==> src/rtl/mem_dump_streamer_if.sv <==
// Memory read port and output stream of the memory dump streamer.
// The design drives the master side; memory and downstream sink sit on the slave side.
interface mem_dump_streamer_if #(
    parameter int unsigned DATA_W = 32,
    parameter int unsigned ADDR_W = 9
);
    logic              mem_en;
    logic [ADDR_W-1:0] mem_addr;
    logic [DATA_W-1:0] mem_rdata;
    logic              out_valid;
    logic              out_ready;
    logic [DATA_W-1:0] out_data;
    logic [ADDR_W-1:0] out_addr;
    logic              out_last;

    modport master (
        output mem_en,
        output mem_addr,
        input  mem_rdata,
        output out_valid,
        output out_data,
        output out_addr,
        output out_last,
        input  out_ready
    );

    modport slave (
        input  mem_en,
        input  mem_addr,
        output mem_rdata,
        input  out_valid,
        input  out_data,
        input  out_addr,
        input  out_last,
        output out_ready
    );
endinterface

==> src/rtl/mem_dump_streamer.sv <==
// Scans a synchronous-read memory for its highest nonzero word, then streams words 0..last
// out over a valid/ready port (or streams the whole memory when full_mode is set).
module mem_dump_streamer #(
    parameter int unsigned DATA_W = 32,
    parameter int unsigned ADDR_W = 9
) (
    input  logic                clk,
    input  logic                rst,
    input  logic                start,
    input  logic                full_mode,
    mem_dump_streamer_if.master bus,
    output logic                busy,
    output logic                done,
    output logic                found,
    output logic [ADDR_W:0]     word_count
);
    localparam int unsigned     DEPTH    = 2 ** ADDR_W;
    localparam logic [ADDR_W:0] DepthCnt = (ADDR_W + 1)'(DEPTH);
    localparam logic [ADDR_W:0] LastAddr = (ADDR_W + 1)'(DEPTH - 1);
    localparam logic [ADDR_W:0] CntOne   = (ADDR_W + 1)'(1);

    typedef enum logic [2:0] {
        StIdle,
        StScan,
        StScanDrain,
        StRd,
        StWait,
        StFin
    } state_e;

    state_e state_q, state_d;

    logic [ADDR_W:0]   addr_q, addr_d;
    logic [ADDR_W:0]   wc_q, wc_d;
    logic              found_q, found_d;
    logic [ADDR_W-1:0] last_nz_q, last_nz_d;
    logic              scan_chk_q;
    logic [ADDR_W-1:0] scan_raddr_q;
    logic              wait_first_q;
    logic [DATA_W-1:0] hold_q;

    logic              hit;
    logic              found_eff;
    logic [ADDR_W-1:0] last_nz_eff;
    logic              last_beat;

    // Scan data returns one cycle after its address, so the last word lands in SCAN_DRAIN.
    always_comb begin
        hit         = scan_chk_q && (bus.mem_rdata != '0);
        found_eff   = found_q | hit;
        last_nz_eff = hit ? scan_raddr_q : last_nz_q;
        last_beat   = (addr_q == (wc_q - CntOne));
    end

    always_ff @(posedge clk) begin
        if (rst) begin
            state_q <= StIdle;
        end else begin
            state_q <= state_d;
        end
    end

    always_comb begin
        state_d   = state_q;
        addr_d    = addr_q;
        wc_d      = wc_q;
        found_d   = found_eff;
        last_nz_d = last_nz_eff;
        unique case (state_q)
            StIdle: begin
                if (start) begin
                    addr_d    = '0;
                    last_nz_d = '0;
                    if (full_mode) begin
                        state_d = StRd;
                        wc_d    = DepthCnt;
                        found_d = 1'b1;
                    end else begin
                        state_d = StScan;
                        wc_d    = '0;
                        found_d = 1'b0;
                    end
                end
            end
            StScan: begin
                addr_d = addr_q + CntOne;
                if (addr_q == LastAddr) begin
                    state_d = StScanDrain;
                end
            end
            StScanDrain: begin
                addr_d = '0;
                if (found_eff) begin
                    wc_d    = {1'b0, last_nz_eff} + CntOne;
                    state_d = StRd;
                end else begin
                    wc_d    = '0;
                    state_d = StFin;
                end
            end
            StRd: begin
                state_d = StWait;
            end
            StWait: begin
                if (bus.out_ready) begin
                    if (last_beat) begin
                        state_d = StFin;
                    end else begin
                        addr_d  = addr_q + CntOne;
                        state_d = StRd;
                    end
                end
            end
            StFin: begin
                state_d = StIdle;
            end
            default: begin
                state_d = StIdle;
            end
        endcase
    end

    always_ff @(posedge clk) begin
        if (rst) begin
            addr_q       <= '0;
            wc_q         <= '0;
            found_q      <= 1'b0;
            last_nz_q    <= '0;
            scan_chk_q   <= 1'b0;
            scan_raddr_q <= '0;
            wait_first_q <= 1'b0;
            hold_q       <= '0;
        end else begin
            addr_q       <= addr_d;
            wc_q         <= wc_d;
            found_q      <= found_d;
            last_nz_q    <= last_nz_d;
            scan_chk_q   <= (state_q == StScan);
            scan_raddr_q <= addr_q[ADDR_W-1:0];
            wait_first_q <= (state_q == StRd);
            if ((state_q == StWait) && wait_first_q) begin
                hold_q <= bus.mem_rdata;
            end
        end
    end

    // First WAIT cycle forwards the fresh read data; later stall cycles replay the held copy.
    always_comb begin
        busy          = (state_q != StIdle);
        done          = (state_q == StFin);
        found         = found_q;
        word_count    = wc_q;
        bus.mem_en    = (state_q == StScan) || (state_q == StRd);
        bus.mem_addr  = bus.mem_en ? addr_q[ADDR_W-1:0] : '0;
        bus.out_valid = (state_q == StWait);
        bus.out_addr  = '0;
        bus.out_last  = 1'b0;
        bus.out_data  = '0;
        if (state_q == StWait) begin
            bus.out_addr = addr_q[ADDR_W-1:0];
            bus.out_last = last_beat;
            bus.out_data = wait_first_q ? bus.mem_rdata : hold_q;
        end
    end
endmodule

==> src/flat_wrapper.sv <==
// flat-port wrapper written by rule: the top's interface ports become plain ports
module mem_dump_streamer_flat 
#(
    parameter int unsigned DATA_W = 32,
    parameter int unsigned ADDR_W = 9
)
  (clk, rst, start, full_mode, busy, done, found, word_count, bus_mem_en, bus_mem_addr, bus_mem_rdata, bus_out_valid, bus_out_data, bus_out_addr, bus_out_last, bus_out_ready);
  mem_dump_streamer_if #(.DATA_W(DATA_W), .ADDR_W(ADDR_W)) bus_i ();
  input  logic clk;
  input  logic rst;
  input  logic start;
  input  logic full_mode;
  output logic busy;
  output logic done;
  output logic found;
  output logic [ADDR_W:0] word_count;
  output wire logic [$bits(bus_i.mem_en)-1:0] bus_mem_en;
  output wire logic [$bits(bus_i.mem_addr)-1:0] bus_mem_addr;
  input wire logic [$bits(bus_i.mem_rdata)-1:0] bus_mem_rdata;
  output wire logic [$bits(bus_i.out_valid)-1:0] bus_out_valid;
  output wire logic [$bits(bus_i.out_data)-1:0] bus_out_data;
  output wire logic [$bits(bus_i.out_addr)-1:0] bus_out_addr;
  output wire logic [$bits(bus_i.out_last)-1:0] bus_out_last;
  input wire logic [$bits(bus_i.out_ready)-1:0] bus_out_ready;
  assign bus_mem_en = bus_i.mem_en;
  assign bus_mem_addr = bus_i.mem_addr;
  assign bus_i.mem_rdata = bus_mem_rdata;
  assign bus_out_valid = bus_i.out_valid;
  assign bus_out_data = bus_i.out_data;
  assign bus_out_addr = bus_i.out_addr;
  assign bus_out_last = bus_i.out_last;
  assign bus_i.out_ready = bus_out_ready;
  mem_dump_streamer #(.DATA_W(DATA_W), .ADDR_W(ADDR_W)) u_core (.clk(clk), .rst(rst), .start(start), .full_mode(full_mode), .bus(bus_i), .busy(busy), .done(done), .found(found), .word_count(word_count));
endmodule
==> config.mk <==
export PLATFORM = sky130hd
export DESIGN_NAME = mem_dump_streamer_flat
export DESIGN_NICKNAME = d
export VERILOG_FILES = /design/src/rtl/mem_dump_streamer_if.sv /design/src/rtl/mem_dump_streamer.sv /design/src/flat_wrapper.sv
export SDC_FILE = /design/constraint.sdc
export NUM_CORES = 1
export LEC_CHECK = 0
export CORE_UTILIZATION = 40
export DETAILED_ROUTE_END_ITERATION = 8
export PLACE_DENSITY = 0.77
export SETUP_SLACK_MARGIN = 0.3
export SLEW_MARGIN = 20
export SYNTH_ARGS = -nofsm -noshare
export SYNTH_HDL_FRONTEND = slang
export SYNTH_SLANG_ARGS = --single-unit
==> constraint.sdc <==
create_clock -name clk -period 4.7 [get_ports clk]
set_clock_uncertainty 0.15 [all_clocks]
set_input_delay 1.175 -clock clk [delete_from_list [all_inputs] [get_ports clk]]
set_output_delay 1.175 -clock clk [all_outputs]
set_load 0.02 [all_outputs]
==> summary.md, run 1 <==
| Metric | Value |
|---|---|
| Status | `finished clean` |
| DRC viols | `0` |
| Slowest-stage cell, CP | `clkdlybuf4s50_1` |
| Pwr dens | `roughly 260 nW/µm²` |
| Ports | `103` |
| Skew-Pair Late Insertion Delay | `0.36 ns` |
| CP top delay family | `simple AND/OR/NAND/NOR gates` |
| CP max stage delay | `between 0.6 and 0.7 ns` |
| Drt first pass iters | `5` |
| Final Power | `between 1 and 1.5 mW` |
| Mapped Nets | `roughly 560` |
| Sink Count | `76` |
| HPWL Detailed | `8.32 mm` |
| Max-Cap Viols | `0` |
| Sequential Area | `1520 µm²` |
| Tot GR Track Use | `21.9%` |
| Total number of vias | `3910` |
| Yosys warning count | `0` |
| Post-CTS setup buffers | `0` |
| CP Max Fanout | `7` |
| Final Hold Vio Count | `0` |
| Net Sw Frac | `30.8%` |
| CTS root buffer | `clkbuf_8` |
| Layout Utilization | `54.4%` |
| CP Data Required Time | `roughly 3.4 ns` |
| Die Area | `10700 µm²` |
| Die Wd | `103 µm` |
| CTS tree | `done` |
| Setup WS pre-CTS | `0.770 ns` |
| Combinational share of power | `18.4%` |
| Leakage | `1.82 nW` |
| Post-route ant nets | `0` |
| Synth area leader | `dfxtp_1` |
| GP Congestion | `0.965` |
| Total Neg Setup Slack | `0 ns` |
| Initial antenna violation count | `0` |
| Core Rows | `36` |
| Register share of total power | `between 40% and 50%` |
| Top FF cell, synth | `dfxtp_1` |
| Register area share after synthesis | `36.9%` |
| Min-Delay Path Class | `flip-flop to flip-flop` |
| Min Hold Slack | `0.304 ns` |
| Sw Pwr | `0.438 mW` |
| First-pass GRT wire length | `approximately 18 mm` |
| Global route total overflow | `0` |
| Max-slew violations | `0` |
| Drt via density | `5.26` |
| Post-CTS sizing | `0` |
| Drt initial violations | `between 200 and 250` |
| Port Buffers | `102` |
| Vias in the first global route | `around 3600` |
| Fillers | `around 910` |
| # nets final | `approximately 650` |
| Synthesis-to-layout area growth | `30.2%` |
| Routed WL | `between 10 and 15 mm` |
| Core area | `9860 µm²` |
| Routed wire per std cell | `15.2 µm` |
| Starting Density | `a little over two fifths` |
| Minimum clock period after layout | `4.13 ns` |
| Synth Register Bits | `76` |
| Fin crit share | `87.9%` |
| EDFF count, synth | `0` |
| Final setup fails | `0` |
| Yosys cell types | `54` |
| Power Internal | `about 0.98 mW` |
| Critical path arrival | `2.81 ns` |
| RSZ-0062 raised after global routing | `no` |
| Synth async-reset ratio | `0%` |
| Share of post-route cells with drive strength above 1 | `7.04%` |
| Crit path kind | `flip-flop to output port` |
| Largest cells by area after synthesis | `dfxtp_1 37%, mux2i_1 10%, nand2_1 7.5%` |
| CP Capture Type | `output port` |
| Crit path launch type | `flip-flop` |
| Yosys top cell area share | `36.9%` |
| Syn Std Cell Area | `4120 µm²` |
| Die height | `103 µm` |
| WP buf/inv | `1` |
| Cell Chain, Critical Path | `nor4_4, nand2_2, or4b_4, nand2_1, nand2_1, nor2_1, clkdlybuf4s50_1` |
| Syn avg cell area | `7.86 µm²` |
| Clock power share | `32.2%` |
| H-tree levels | `3` |
| Critical Path Most Common Cell | `nand2_1` |
| Post-synthesis cell count | `524` |
| Clock slew at reported path FFs | `0.08 ns` |
| Ant diodes | `0` |
| Hold buffers post-CTS | `0` |
| Largest net degree at the start of global routing | `35` |
| Setup ws final | `0.568 ns` |
| VDD IR max | `0.000147 V` |
| Worst rel slew slack | `just over 30%` |
| Longest Clk Path Bufs | `2` |
| Num CTS Buffers | `9` |
| Multi-input logic area | `~2400 µm²` |
| Worst Tran Pin Value | `about 1.0 ns` |
| Fmax | `around 240 MHz` |
[layout make-up]
type	instances	share of cell area, %
timing repair buffer	107	19.6
clock inverter	5	0.677
multi-input combinational	400	44.7
inverter	12	0.840
tap	133	3.10
sequential	76	28.4
clock buffer	11	2.64
[layout by cell type (no fill, tap or decap), drive strengths merged, types with 3 or more instances in the layout]
cell type / Yosys / layout
a21oi: 48 / 48
a22oi: 3 / 3
and2: 8 / 8
and3: 16 / 16
buf: 6 / 6
clkbuf: 30 / 11
clkdlybuf4s50: 0 / 101
clkinvlp: 0 / 3
dfxtp: 76 / 76
ha: 3 / 3
inv: 12 / 13
mux2: 3 / 3
mux2i: 42 / 42
nand2: 83 / 83
nand2b: 6 / 6
nand3: 15 / 15
nand3b: 4 / 4
nand4: 7 / 7
nor2: 59 / 59
nor2b: 12 / 12
nor3: 8 / 8
nor4: 11 / 11
o21ai: 18 / 18
or3: 9 / 9
xnor2: 11 / 11
xor2: 9 / 9
[final timing paths]
path / startpoint / to / slack, ns / cells after the start
setup / recovery: u_core.word_count[3]$_SDFFE_PP0P_ / bus_out_last / 0.57 / 7
hold reg to reg: u_core.hold_q[28]$_SDFFE_PP0P_ / u_core.hold_q[28]$_SDFFE_PP0P_ / 0.30 / 2
hold / removal: u_core.hold_q[28]$_SDFFE_PP0P_ / u_core.hold_q[28]$_SDFFE_PP0P_ / 0.30 / 2
setup reg to reg: u_core.state_q[0]$_SDFFE_PP0P_ / u_core.addr_q[7]$_SDFFE_PP0P_ / 1.97 / 8
[cells in the mapped netlist (all sizes together), types with 2 or more instances]
| cell type | n |
|---|---|
| inv | 12 |
| nor2b | 12 |
| a221o | 2 |
| a22oi | 3 |
| nand3 | 15 |
| nor3 | 8 |
| dfxtp | 76 |
| xnor2 | 11 |
| nand2 | 83 |
| or3 | 9 |
| o21ai | 18 |
| and2 | 8 |
| o31ai | 2 |
| mux2 | 3 |
| nor2 | 59 |
| and3 | 16 |
| a21oi | 48 |
| xor2 | 9 |
| nand2b | 6 |
| nand3b | 4 |
| clkbuf | 30 |
| o21a | 2 |
| ha | 3 |
| nand4 | 7 |
| nor4 | 11 |
| buf | 6 |
| or2 | 2 |
| nor3b | 2 |
| mux2i | 42 |
[per-stage QoR]
stage,instances,cell area [µm²]
after CTS,744,5360
after detailed placement,728,5180
after floorplan,524,4120
after global routing,744,5360
after global placement,728,5180
final,744,5360
[layer usage]
layer	part of all wire (%)	track usage (%)	routed length, µm
met1	44	29.0	4980
met2	48	34.9	5400
met3	6.0	4.37	680
met4	2.1	8.78	240
met5	0	0	0
[registers in the layout (all words and copies together), names as in the netlist]
signal               flops
u_core.state_q           3
u_core.hold_q           32
u_core.scan_raddr_q      9
u_core.addr_q           10
u_core.found             1
u_core.scan_chk_q        1
u_core.wait_first_q      1
u_core.word_count       10
u_core.last_nz_q         9
[kinds of logic (layout without fill, tap and decap cells)]
family          Yosys count  after routing  share of synthesized area [%]
compound gates           85             85                           12.7
xor+xnor                 20             20                           4.25
fa+ha+maj                 3              3                          0.911
buf+inv                  48            135                           4.98
flops                    76             76                           36.9
mux                      45             45                           11.0
simple gates            247            247                           29.2
[power groups by stage]
stage / registers (mW) / clock network [mW] / logic (mW)
after CTS: 0.700 / 0.459 / 0.261
after floorplan: 0.688 / 0 / 0.185
after global routing: 0.706 / 0.492 / 0.285
after detailed placement: 0.715 / 0 / 0.259
after global placement: 0.714 / 0 / 0.256
final: 0.701 / 0.458 / 0.261
[worst register-to-register path: cells and delay by family (launching register included)]
family                 cells  cell delay, ns
AND/OR/NAND/NOR            3            0.81
AO/OA/AOI/OAI              4            0.78
flip-flops                 1            0.56
buffers and inverters      1            0.38
No activity file was read; power rests on OpenSTA's default activity.
==> run 2, diff against run 1 <==
- ABC_AREA: default -> 1
- DONT_BUFFER_PORTS: default -> 1
- PLACE_DENSITY: 0.77 -> 0.64
==> summary.md, run 2 <==
| Metric | Value |
|---|---|
| Hold path depth | `2 (unchanged)` |
| Crit path kind | `flip-flop to output port` |
| Largest cells by area after synthesis | `dfxtp_1 39%, nand2_1 18%, nor2_1 8.3%` |
| Setup WS pre-CTS | `1.21 ns (+0.442 ns)` |
| Crit path launch type | `flip-flop` |
| Drt first pass iters | `4 (-1)` |
| Syn Std Cell Area | `3950 µm² (-4.1%)` |
| Initial antenna violation count | `0 (unchanged)` |
| Routed wire per std cell | `13.7 µm (-10%)` |
| Endpoint, Worst Hold | `u_core.hold_q[26]$_SDFFE_PP0P_` |
| Min-Delay Path Class | `flip-flop to flip-flop` |
| Max-slew violations | `0 (unchanged)` |
| VDD IR max | `0.000196 V (+33%)` |
| H-tree levels | `3 (unchanged)` |
| Routed WL | `10.1 mm (-11%)` |
| Ant diodes | `0 (unchanged)` |
| Cell Chain, Critical Path | `nor2_1, inv_2, nor2_4, buf_4, inv_2, nor2_2, buf_4, nand2_1, nand2_1` |
| HPWL Detailed | `7.33 mm (-12%)` |
| Placed cells | `722 (-0.82%)` |
| Longest Clk Path Bufs | `2 (unchanged)` |
| Combinational share of power | `15.0% (-3.4 points)` |
| Drt initial violations | `260 (+20%)` |
| Core area | `9420 µm² (-4.6%)` |
| CP Max Fanout | `36 (+29)` |
| Largest Register | `u_core.hold_q` |
| Post-Synth Adder-Cell Area | `0.950% (+0.039 points)` |
| Final Hold Vio Count | `0 (unchanged)` |
| Register share of total power | `46.7% (-2.7 points)` |
| Synth async-reset ratio | `0% (unchanged)` |
| Hold buffers post-CTS | `0 (unchanged)` |
| Minimum clock period after layout | `3.76 ns (-0.375 ns)` |
| RR Startpoint | `u_core.state_q[0]$_SDFFE_PP0P_` |
| Layout Utilization | `45.4% (-9.0 points)` |
| Commonest non-fill, non-tap cells in the layout | `194 x nand2_1, 86 x nor2_1, 76 x dfxtp_1` |
| Die height | `101 µm (-2.0%)` |
| Largest family of logic cells by synthesized area | `simple AND/OR/NAND/NOR gates` |
| Share of post-route cells with drive strength above 1 | `6.57% (-0.47 points)` |
| Ports | `103 (unchanged)` |
| Clock slew at reported path FFs | `0.09 ns (about the same)` |
| Post-synthesis cell count | `613 (+17%)` |
| Final setup fails | `0 (unchanged)` |
| Worst Tran Pin Value | `1.01 ns (-0.0325 ns)` |
| Simple-gate share of the synthesized area | `40.0% (+11 points)` |
| Yosys top cell area share | `38.5% (+1.6 points)` |
| Vias in the first global route | `3329 (-7.6%)` |
| CP Data Required Time | `3.38 ns (about the same)` |
| Yosys warning count | `0 (unchanged)` |
| Setup ws final | `0.942 ns (+0.375 ns)` |
| Sink Count | `76 (unchanged)` |
| Register area share after synthesis | `38.5% (+1.6 points)` |
| Flop2flop setup slack | `1.86 ns (-0.11 ns)` |
| Synthesis-to-layout area growth | `8.17%` |
| Mux cell area share after synthesis | `0% (-11 points)` |
| Number of cells on the worst reg-to-reg path | `10 (+2)` |
| Worst rel slew slack | `32.3% (+2.1 points)` |
| Slowest-stage cell, CP | `buf_4` |
| Total Neg Setup Slack | `0 ns (unchanged)` |
| DRC viols | `0 (unchanged)` |
| Largest net degree at the start of global routing | `65 (+86%)` |
| Cell with the most instances after synthesis | `nand2_1` |
| Synth Area in Compound Gates | `9.31% (-3.4 points)` |
| GP Congestion | `0.941 (-2.5%)` |
| Leakage | `1.76 nW (-3.6%)` |
| Sw Pwr | `0.450 mW (+2.7%)` |
| Mapped Nets | `653 (+16%)` |
| Max-Cap Viols | `0 (unchanged)` |
| Fin crit share | `80.0% (-8.0 points)` |
| CTS root buffer | `clkbuf_8` |
| Power Internal | `1.05 mW (+6.5%)` |
| # nets final | `644 (-0.31%)` |
| Die Area | `10300 µm² (-4.0%)` |
| Die Wd | `101 µm (-2.0%)` |
| Critical path arrival | `2.43 ns (-0.38 ns)` |
| Clock power share | `38.3% (+6.1 points)` |
| Post-CTS setup buffers | `0 (unchanged)` |
| Non-Filler Instances | `738 (-0.81%)` |
| RSZ-0062 raised after global routing | `no` |
| CP max stage delay | `0.38 ns (-0.25 ns)` |
| Status | `finished clean` |
| EDFF count, synth | `0 (unchanged)` |
| Critical R2R Capture | `u_core.hold_q[3]$_SDFFE_PP0P_` |
| First-pass GRT wire length | `15.9 mm (-11%)` |
| Synth Register Bits | `76 (unchanged)` |
| Skew-Pair Late Insertion Delay | `0.34 ns (-0.02 ns)` |
| Post-synth top cells | `194 x nand2_1, 87 x nor2_1, 76 x dfxtp_1, 62 x nand3_1, 58 x a21oi_1` |
| Number of flip-flops under the largest register name | `32 (unchanged)` |
| Tot GR Track Use | `19.7% (-2.2 points)` |
| Top FF cell, synth | `dfxtp_1` |
| Core Rows | `35 (-2.8%)` |
| Starting Density | `42.0% (+0.19 points)` |
| Num CTS Buffers | `9 (unchanged)` |
| Pwr dens | `350 nW/µm² (+32%)` |
| Net Sw Frac | `30.1% (-0.77 points)` |
| CTS tree | `done` |
| Fmax | `266 MHz (+10%)` |
| Multi-input logic area | `2150 µm² (-10%)` |
| Port Buffers | `0 (-100%)` |
| Total number of vias | `3760 (-3.8%)` |
| Post-CTS sizing | `0 (unchanged)` |
| Synth area leader | `dfxtp_1` |
| Syn avg cell area | `6.44 µm² (-18%)` |
| Yosys cell types | `35 (-35%)` |
| Sequential Area | `1520 µm² (about the same)` |
| XOR/XNOR share of the synthesized area | `4.21% (-0.039 points)` |
| Post-route ant nets | `0 (unchanged)` |
| Fillers | `956 (+5.6%)` |
| Global route total overflow | `0 (unchanged)` |
| Drt via density | `5.09 (-3.1%)` |
| Commonest non-fill, non-tap cell in the layout | `nand2_1` |
| CP Capture Type | `output port` |
| Hold Crit Start | `u_core.hold_q[26]$_SDFFE_PP0P_` |
[run 2: cell count changes after synthesis, moves of 28 or more]
cell	before	now
inv_1	12	43
nand3_1	15	62
mux2i_1	42	0
nor2_1	59	87
nand2_1	82	194
[run 2: logic make-up (layout without fill, tap and decap cells)]
| group | count (synthesis) | in the layout |
|---|---|---|
| and+or+nand+nor | 375 | 375 |
| DFF | 76 | 76 |
| AOI/OAI and AO/OA | 70 | 70 |
| buffers and inverters | 70 | 66 |
| xor gates and xnor gates | 19 | 19 |
| adders and majority gates | 3 | 3 |
[run 2: how the worst max path moves through the flow]
stage | startpoint | endpoint
floorplan | u_core.word_count[0]$_SDFFE_PP0P_ | bus_out_last
global placement | bus_mem_rdata[4] | u_core.word_count[2]$_SDFFE_PP0P_
detailed placement | bus_mem_rdata[6] | u_core.word_count[6]$_SDFFE_PP0P_
CTS | u_core.state_q[0]$_SDFFE_PP0P_ | bus_out_data[0]
global route | u_core.state_q[0]$_SDFFE_PP0P_ | bus_out_data[30]
finish | u_core.state_q[0]$_SDFFE_PP0P_ | bus_out_data[0]
[run 2: metal layers]
metal	vias to the layer above	wire length [µm]	global-route usage, %
met2	87	4950	32.8
met4	0	132	5.91
met3	11	503	4.62
met1	1739	4500	25.4
met5	-	0	0
li1	1923	-	-
[run 2: per-stage QoR]
step | hold WS (ns) | total power, mW | area (µm²)
finish | 0.308 | 1.50 | 4270
global route | 0.326 | 1.57 | 4270
CTS | 0.309 | 1.51 | 4270
detailed placement | 0.297 | 0.937 | 4040
global placement | 0.292 | 0.934 | 4040
floorplan | 0.292 | 0.892 | 3950
[run 2: critical path, delay by kind of cell, from the launching register on]
| family | cells | cell delay, ns |
|---|---|---|
| buffers and inverters | 4 | 1.01 |
| AND/OR/NAND/NOR | 5 | 0.74 |
| flip-flops | 1 | 0.35 |
[run 2: area by class of cell]
cell class,instances,area share [%]
clock buffers,10,3.22
clock inverters,6,2.25
inverters,47,4.19
multi-input cells,467,50.4
flip-flops and latches,76,35.6
well taps,129,3.78
repair buffers,3,0.527
[run 2: power by group through the flow]
| stage | sequential (mW) | combinational (mW) | clock [mW] |
|---|---|---|---|
| 2_1_floorplan | 0.704 | 0.188 | 0 |
| 3_3_place_gp | 0.713 | 0.221 | 0 |
| 3_5_place_dp | 0.714 | 0.223 | 0 |
| 4_1_cts | 0.699 | 0.224 | 0.583 |
| 5_1_grt | 0.703 | 0.252 | 0.616 |
| 6_report | 0.700 | 0.224 | 0.573 |
==> run 3, diff against run 2 <==
- clock period: 4.7 -> 3.48 ns (I/O delays scaled with it)
==> summary.md, run 3 (synthesis results as in run 2) <==
| Metric | Value |
|---|---|
| Skew-Pair Late Insertion Delay | `0.36 ns (+0.02 ns)` |
| Hold Crit Start | `u_core.hold_q[8]$_SDFFE_PP0P_` |
| Fmax | `330 MHz` |
| Layout Utilization | `45.6% (+0.24 points)` |
| Worst setup path startpoint | `u_core.word_count[1]$_SDFFE_PP0P_` |
| Initial antenna violation count | `0 (unchanged)` |
| Critical R2R Capture | `u_core.hold_q[3]$_SDFFE_PP0P_` |
| Synthesis-to-layout area growth | `8.74%` |
| CP Data Required Time | `2.46 ns (-0.92 ns)` |
| Port Buffers | `0 (unchanged)` |
| Largest Register | `u_core.hold_q` |
| Drt first pass iters | `4 (unchanged)` |
| Endpoint, Worst Hold | `u_core.hold_q[8]$_SDFFE_PP0P_` |
| Minimum clock period after layout | `~3.0 ns` |
| Worst Tran Pin Value | `0.925 ns (-0.0889 ns)` |
| H-tree levels | `3 (unchanged)` |
| CP Max Fanout | `3 (-92%)` |
| Ant diodes | `0 (unchanged)` |
| GP Congestion | `0.909 (-3.3%)` |
| Critical path arrival | `2.01 ns (-0.42 ns)` |
| Leakage | `1.77 nW (+0.60%)` |
| Commonest non-fill, non-tap cell in the layout | `nand2_1` |
| Share of post-route cells with drive strength above 1 | `7.52% (+0.95 points)` |
| Routed wire per std cell | `13.7 µm (+0.50%)` |
| Largest net degree at the start of global routing | `65 (unchanged)` |
| HPWL Detailed | `7.38 mm (+0.77%)` |
| CTS tree | `done` |
| Number of flip-flops under the largest register name | `32 (unchanged)` |
| Starting Density | `42.0% (unchanged)` |
| Die Wd | `101 µm (unchanged)` |
| Fin crit share | `a little under 90%` |
| Tot GR Track Use | `20.1% (+0.40 points)` |
| # nets final | `647 (+0.47%)` |
| Drt via density | `5.13 (+0.63%)` |
| Crit path launch type | `flip-flop` |
| Commonest non-fill, non-tap cells in the layout | `194 x nand2_1, 86 x nor2_1, 74 x dfxtp_1` |
| DRC viols | `0 (unchanged)` |
| Total Neg Setup Slack | `0 ns (unchanged)` |
| Total number of vias | `3799 (+1.0%)` |
| First-pass GRT wire length | `16.1 mm (+1.2%)` |
| Worst rel slew slack | `38.3% (+5.9 points)` |
| Setup WS pre-CTS | `0.485 ns (-0.728 ns)` |
| Pwr dens | `472 nW/µm² (+35%)` |
| RSZ-0062 raised after global routing | `no` |
| Core area | `9420 µm² (unchanged)` |
| Flop2flop setup slack | `1.15 ns (-0.71 ns)` |
| CP Capture Type | `output port` |
| Die height | `101 µm (unchanged)` |
| Global route total overflow | `0 (unchanged)` |
| Max-Cap Viols | `0 (unchanged)` |
| Number of cells on the worst reg-to-reg path | `9 (-1)` |
| VDD IR max | `0.000272 V (+39%)` |
| Crit path kind | `flip-flop to output port` |
| Max-slew violations | `0 (unchanged)` |
| Core Rows | `35 (unchanged)` |
| CTS root buffer | `clkbuf_8` |
| Num CTS Buffers | `9 (unchanged)` |
| Min-Delay Path Class | `flip-flop to flip-flop` |
| Drt initial violations | `215 (-17%)` |
| Setup ws final | `0.452 ns (-0.490 ns)` |
| Hold buffers post-CTS | `0 (unchanged)` |
| RR Startpoint | `u_core.state_q[1]$_SDFFE_PP0P_` |
| Longest Clk Path Bufs | `2 (unchanged)` |
| Final Hold Vio Count | `0 (unchanged)` |
| Sink Count | `76 (unchanged)` |
| Status | `finished clean` |
| Post-route ant nets | `0 (unchanged)` |
| Routed WL | `10.2 mm (+0.91%)` |
| Die Area | `10300 µm² (unchanged)` |
| Clock slew at reported path FFs | `0.08 ns (about the same)` |
| Vias in the first global route | `3395 (+2.0%)` |
| Hold path depth | `2 (unchanged)` |
| Ports | `103 (unchanged)` |
| Final setup fails | `0 (unchanged)` |
## run 3: cell types whose count changed in the layout (fill, tap and decap cells not counted), sizes merged
cell / delta
buf: +3
inv: +2
clkbuf: -1
clkinv: -1
## run 3: worst max path at each step
stage,end,slack [ns],cells past startpoint
detailed placement,u_core.word_count[2]$_SDFFE_PP0P_,0.48,12
global placement,u_core.word_count[2]$_SDFFE_PP0P_,0.50,12
global route,bus_out_last,0.31,7
floorplan,bus_out_last,0.72,9
CTS,bus_out_last,0.39,9
finish,bus_out_last,0.45,9
## run 3: repair_timing
| action | in CTS | in global routing |
|---|---|---|
| endpoints found under the setup margin | 1 | 1 |
| hold endpoints to repair | 0 | 0 |
| setup buffers | 1 | 0 |
| pin swaps | 0 | 0 |
| resized for setup | 2 | 2 |
| gates cloned | 0 | 0 |
## run 3: area by class of cell
cell class	instances	area, µm²
Clock buffer	9	124
Clock inverter	7	105
Fill cell	971	5120
Inverter	47	179
Multi-Input combinational cell	467	2150
Sequential cell	76	1530
Tap cell	129	161
Timing Repair Buffer	6	45.0
## run 3: critical path: stages (launching register included)
cell and delay, ns:
dfxtp_4 0.39, inv_1 0.06, ha_1 0.28, xor2_1 0.14, nand3_1 0.09, nor3_1 0.17
nand2_1 0.07, nor2_1 0.17, nand4_2 0.15, inv_2 0.15
## run 3: stage by stage
| step | instance area (µm²) | std cells | power (mW) | hold WS [ns] |
|---|---|---|---|---|
| 2_1_floorplan | 3950 | 613 | 1.21 | 0.292 |
| 3_3_place_gp | 4050 | 724 | 1.27 | 0.292 |
| 3_5_place_dp | 4050 | 724 | 1.27 | 0.298 |
| 4_1_cts | 4290 | 741 | 2.05 | 0.311 |
| 5_1_grt | 4300 | 741 | 2.13 | 0.321 |
| 6_report | 4300 | 741 | 2.03 | 0.310 |
## run 3: routing by layer
layer,up-vias,track usage [%],share of wire [%]
li1,1940,-,-
met1,1756,25.7,46
met2,90,33.9,49
met3,13,4.00,4.0
met4,0,6.91,1.4
met5,-,0,0
## run 3: power breakdown
part / leakage [nW] / internal, mW / switching [mW]
registers: 0.616 / 0.901 / 0.0426
clock network: 0.112 / 0.415 / 0.363
logic: 1.04 / 0.0834 / 0.225
total: 1.77 / 1.40 / 0.630
==> variant 1, RTL diff (flow settings as in run 2) <==
Reset style: asynchronous (`rst`), changed in 2 clocked blocks.
--- a/src/rtl/mem_dump_streamer.sv
+++ b/src/rtl/mem_dump_streamer.sv
@@ -53,5 +53,5 @@
     end
 
-    always_ff @(posedge clk) begin
+    always_ff @(posedge clk or posedge rst) begin
         if (rst) begin
             state_q <= StIdle;
@@ -121,5 +121,5 @@
     end
 
-    always_ff @(posedge clk) begin
+    always_ff @(posedge clk or posedge rst) begin
         if (rst) begin
             addr_q       <= '0;
Check against the original RTL: differs if rst is asserted again (counterexample within 4 cycles, from zero or initial values and one cycle with rst high); with rst held inactive, the same outputs for 10 cycles.
==> variant 1 against run 2 <==
Wire length is 4.1% lower; sequential cell count stayed put; core utilization is 0.84 points lower; synthesized cell count is 10% lower; die area is 3.1% higher; synthesized area is 3.2% higher; cell area is 2.4% higher; worst setup slack worse by 530 ps; sequential share of layout area is 7.9 points higher.
Power is not compared: it rests on default switching activity, and its combinational part moved more than twofold at a synthesized area within 25%.
==> variant 1: results (changes against run 2) <==
* Status: finished clean (unchanged)
* Initial DRT Pass Iterations at 5 (was 4)
* Netlist cell types at 37 (was 35)
* Hold path cells at 0 (was 2)
* FF-to-FF End: u_core.addr_q[6] (was u_core.hold_q[3])
* Dpl hpwl at 7238 um (was 7326 um)
* Gate Count Post-Synth at 550 (was 613)
* Gpl congestion at 0.9007 (was 0.9405)
* Place WS at 838.2 ps (was 1212 ps)
* Clock Latency Late Sink at 360 ps (was 340 ps)
* Largest net degree at the start of global routing at 50 (was 65)
* Worst slew margin at 38.16% (was 32.33%)
* CP Max Fanout at 32 (was 36)
* Top FF cell, synth: dfrtp_1 (was dfxtp_1)
* CP arrival at 2960 ps (was 2430 ps)
* # nets final at 587 (was 644)
* Total GRT Usage at 19.48% (was 19.71%)
* Vias per cell at 5.015 (was 5.095)
* Fill count at 1039 (was 956)
* Layout cells sized above 1 at 7.065% (was 6.568%)
* Wl on met1 at 4234 um (was 4503 um)
* Final period utilization at 91.19% (was 79.95%)
* Largest register by flop count: u_core.hold_q (unchanged)
* Routed met3 length at 510 um (was 503 um)
* Setup crit end: bus_out_data[31] (was bus_out_data[0])
* Top post-synthesis cells by area: dfrtp_1 (47%), nand2_1 (12%), o21ai_0 (9.6%), nor2_1 (7.6%), inv_1 (6.8%) (was dfxtp_1 (39%), nand2_1 (18%), nor2_1 (8.3%), nand3_1 (7.9%), a21oi_1 (7.3%))
* Vias in the first global route at 3295 (was 3329)
* Asr flop ratio synth at 100.0% (was 0%)
* Placed cell count at 669 (was 722)
* WL met2 at 4608 um (was 4950 um)
* First-pass GRT wire length at 15390 um (was 15930 um)
* Initial drt markers at 142 (was 260)
* Commonest cells post-synth: nand2_1 (132), nor2_1 (83), o21ai_0 (78) (was nand2_1 (194), nor2_1 (87), dfxtp_1 (76))
* Routed wire per std cell at 14.12 um (was 13.67 um)
* Leakage at ~0.0021 uW
* R2R Path Start: u_core.state_q[0] (unchanged)
* Sequential-to-total area share from yosys stat at 46.67% (was 38.52%)
* Worst Reg-to-Reg Cells at 8 (was 10)
* Routed via count at 3435 (was 3760)
[variant 1: logic make-up after synthesis]
| logic type | share of synthesized area (%) |
|---|---|
| AND/OR/NAND/NOR | 28.03 |
| buffers and inverters | 8.842 |
| AO/OA/AOI/OAI | 11.88 |
| flip-flops | 46.67 |
| XOR/XNOR | 3.654 |
| adder cells (fa/ha/maj) | 0.9212 |
[variant 1: per-layer routing]
layer | GRT usage [%] | vias to the layer above
met5 | 0 | -
met4 | 11.27 | 0
met3 | 5.424 | 29
met2 | 31.13 | 81
met1 | 23.63 | 1610
li1 | - | 1715
[variant 1: worst min-delay path by stage]
stage | start | to | slack (ps)
finish | u_core.addr_q[7] | u_core.scan_raddr_q[7] | 370
global route | u_core.addr_q[7] | u_core.scan_raddr_q[7] | 390
CTS | u_core.addr_q[7] | u_core.scan_raddr_q[7] | 370
detailed placement | u_core.addr_q[7] | u_core.scan_raddr_q[7] | 340
global placement | u_core.addr_q[7] | u_core.scan_raddr_q[7] | 340
floorplan | u_core.addr_q[2] | u_core.scan_raddr_q[2] | 200
[variant 1: critical path, stage by stage, from the launching register on]
cell and delay (ps):
dfrtp_1 430, nor2_1 120, nand2_1 310, inv_1 380, nand2_1 560, o21ai_0 790
[variant 1: area by class of cell]
cell class	count	area [sq um]	share of cell area, %
clock buffer	11	151.4	3.461
clock inverter	5	36.28	0.8295
inverter	76	285.3	6.522
multi-input combinational	382	1818	41.56
sequential	76	1902	43.48
tap	133	166.4	3.804
timing repair buffer	2	15.01	0.3432
[variant 1: power by group]
part,switching [uW],internal (uW)
Sequential,111,820
Combinational,602,208
Clock,249,220
[variant 1: timing repair]
item	4_1_cts	5_1_grt
setup endpoints to repair	0	32
resized for setup	0	3
hold buffers	0	0
==> variant 2, RTL diff (config.mk and constraints of run 2) <==
Made on the original files. `DATA_W` is set to 32 in 3 places; all go to 64.
--- a/src/rtl/mem_dump_streamer_if.sv
+++ b/src/rtl/mem_dump_streamer_if.sv
@@ -2,5 +2,5 @@
 // The design drives the master side; memory and downstream sink sit on the slave side.
 interface mem_dump_streamer_if #(
-    parameter int unsigned DATA_W = 32,
+    parameter int unsigned DATA_W = 64,
     parameter int unsigned ADDR_W = 9
 );
--- a/src/rtl/mem_dump_streamer.sv
+++ b/src/rtl/mem_dump_streamer.sv
@@ -2,5 +2,5 @@
 // out over a valid/ready port (or streams the whole memory when full_mode is set).
 module mem_dump_streamer #(
-    parameter int unsigned DATA_W = 32,
+    parameter int unsigned DATA_W = 64,
     parameter int unsigned ADDR_W = 9
 ) (
--- a/src/flat_wrapper.sv
+++ b/src/flat_wrapper.sv
@@ -2,5 +2,5 @@
 module mem_dump_streamer_flat 
 #(
-    parameter int unsigned DATA_W = 32,
+    parameter int unsigned DATA_W = 64,
     parameter int unsigned ADDR_W = 9
 )
Ports: changed (resized bus_mem_rdata and bus_out_data); port bits go from 103 to 167. The function was not compared with the original's and may differ.
==> variant 2 against run 2 <==
Total power rose by 36%; combinational power fell by 9.4%; register-to-register slack got worse by 240 ps; cell count rose by 34%; sequential cell count rose by 32; worst setup slack improved by 85 ps; wire length rose by 48%; first-iteration DRC count rose by 65%; synthesized area rose by 40%; sequential power rose by 36%; cell area rose by 39%; largest cell class unchanged.
==> variant 2: results (changes against run 2) <==
* Routed wire per std cell at 15.10 um (was 13.67 um)
* Hold_sp: u_core.hold_q[44] (was u_core.hold_q[26])
* Clk slew on worst S/H paths at 70 ps (was 90 ps)
* Vias in the first global route at 4726 (was 3329)
* Routed via count at 5235 (was 3760)
* Leakage at 0.002449 uW (was 0.001755 uW)
* Largest net degree at the start of global routing at 94 (was 65)
* First-pass GRT wire length at 23960 um (was 15930 um)
* CP Max Fanout at 33 (was 36)
* Worst path slowest cell: nor2_4 (was buf_4)
* Max reg flops at 64 (was 32)
* Post-synth net total at 912 (was 653)
* Max VDD drop at 0.1630 mV (was 0.1961 mV)
* # nets final at 884 (was 644)
* Total GRT Usage at 20.78% (was 19.71%)
* Top delay family on crit path: simple AND/OR/NAND/NOR gates (was buffers and inverters)
* Worst reg-to-reg setup slack at 1620 ps (was 1860 ps)
* Sequential-to-total area share from yosys stat at 39.16% (was 38.52%)
* Top post-synthesis cells by area: dfxtp_1 (39%), nand2_1 (18%), nand3_1 (8.5%), a21oi_1 (7.7%), nor2_1 (6.6%) (was dfxtp_1 (39%), nand2_1 (18%), nor2_1 (8.3%), nand3_1 (7.9%), a21oi_1 (7.3%))
* CP arrival at 2350 ps (was 2430 ps)
* Status: finished clean (unchanged)
* Initial drt markers at 430 (was 260)
* Register area at 0.002162 sq mm (was 0.001521 sq mm)
* CP peak stage delay at 430 ps (was 380 ps)
* Clk root buf: clkbuf_16 (was clkbuf_8)
* Netlist cell types at 36 (was 35)
* Worst Reg-to-Reg Cells at 9 (was 10)
* R2R Path Start: u_core.state_q[1] (was u_core.state_q[0])
* Initial DRT Pass Iterations at 6 (was 4)
* Dpl hpwl at 10350 um (was 7326 um)
* Worst slew margin at 38.94% (was 32.33%)
* Setup crit end: bus_out_data[3] (was bus_out_data[0])
-- variant 2: tightest hold or removal path: cells and delay by family (launching register included) --
kind	cells	cell delay [ps]
flops	1	310
simple gates	1	60
compound gates	1	50
-- variant 2: stage by stage --
step	instances	setup slack (ps)	total power, uW	hold slack (ps)
6_report	992	1027	2030	309.2
5_1_grt	992	782.0	2116	316.7
4_1_cts	992	981.0	2053	307.5
3_5_place_dp	977	1191	1177	296.5
3_3_place_gp	977	1221	1177	292.6
2_1_floorplan	840	1674	1147	290.8
-- variant 2: metal layers --
layer | global-route usage [%] | part of all wire [%] | up-vias | routed length [um]
li1 | - | - | 2636 | -
met1 | 27.94 | 46 | 2375 | 6906
met2 | 33.35 | 46 | 208 | 6838
met3 | 3.707 | 6.7 | 16 | 998
met4 | 7.344 | 1.6 | 0 | 233
met5 | 0 | 0 | - | 0
-- variant 2: cell families (layout without fill, tap and decap cells) --
logic type,count (synthesis),after routing,synth area share [%]
buffers and inverters,90,66,6.730
flip-flops,108,108,39.16
AND/OR/NAND/NOR,511,511,40.11
adder cells (fa/ha/maj),3,3,0.6799
AO/OA/AOI/OAI,114,114,11.10
XOR/XNOR,14,14,2.221
-- variant 2: layout make-up --
cell class / count / area share, %
Tap cell: 176 / 3.716
Multi-Input combinational cell: 642 / 50.55
Timing Repair Buffer: 4 / 0.5068
Sequential cell: 108 / 36.49
Clock buffer: 11 / 4.096
Clock inverter: 4 / 1.647
Inverter: 47 / 2.998
-- variant 2: power breakdown --
group | switching [uW] | leakage (uW) | internal (uW)
Sequential | 24.2 | 0.000871 | 930
Clock | 339 | 0.000162 | 533
Combinational | 155 | 0.00142 | 48.2
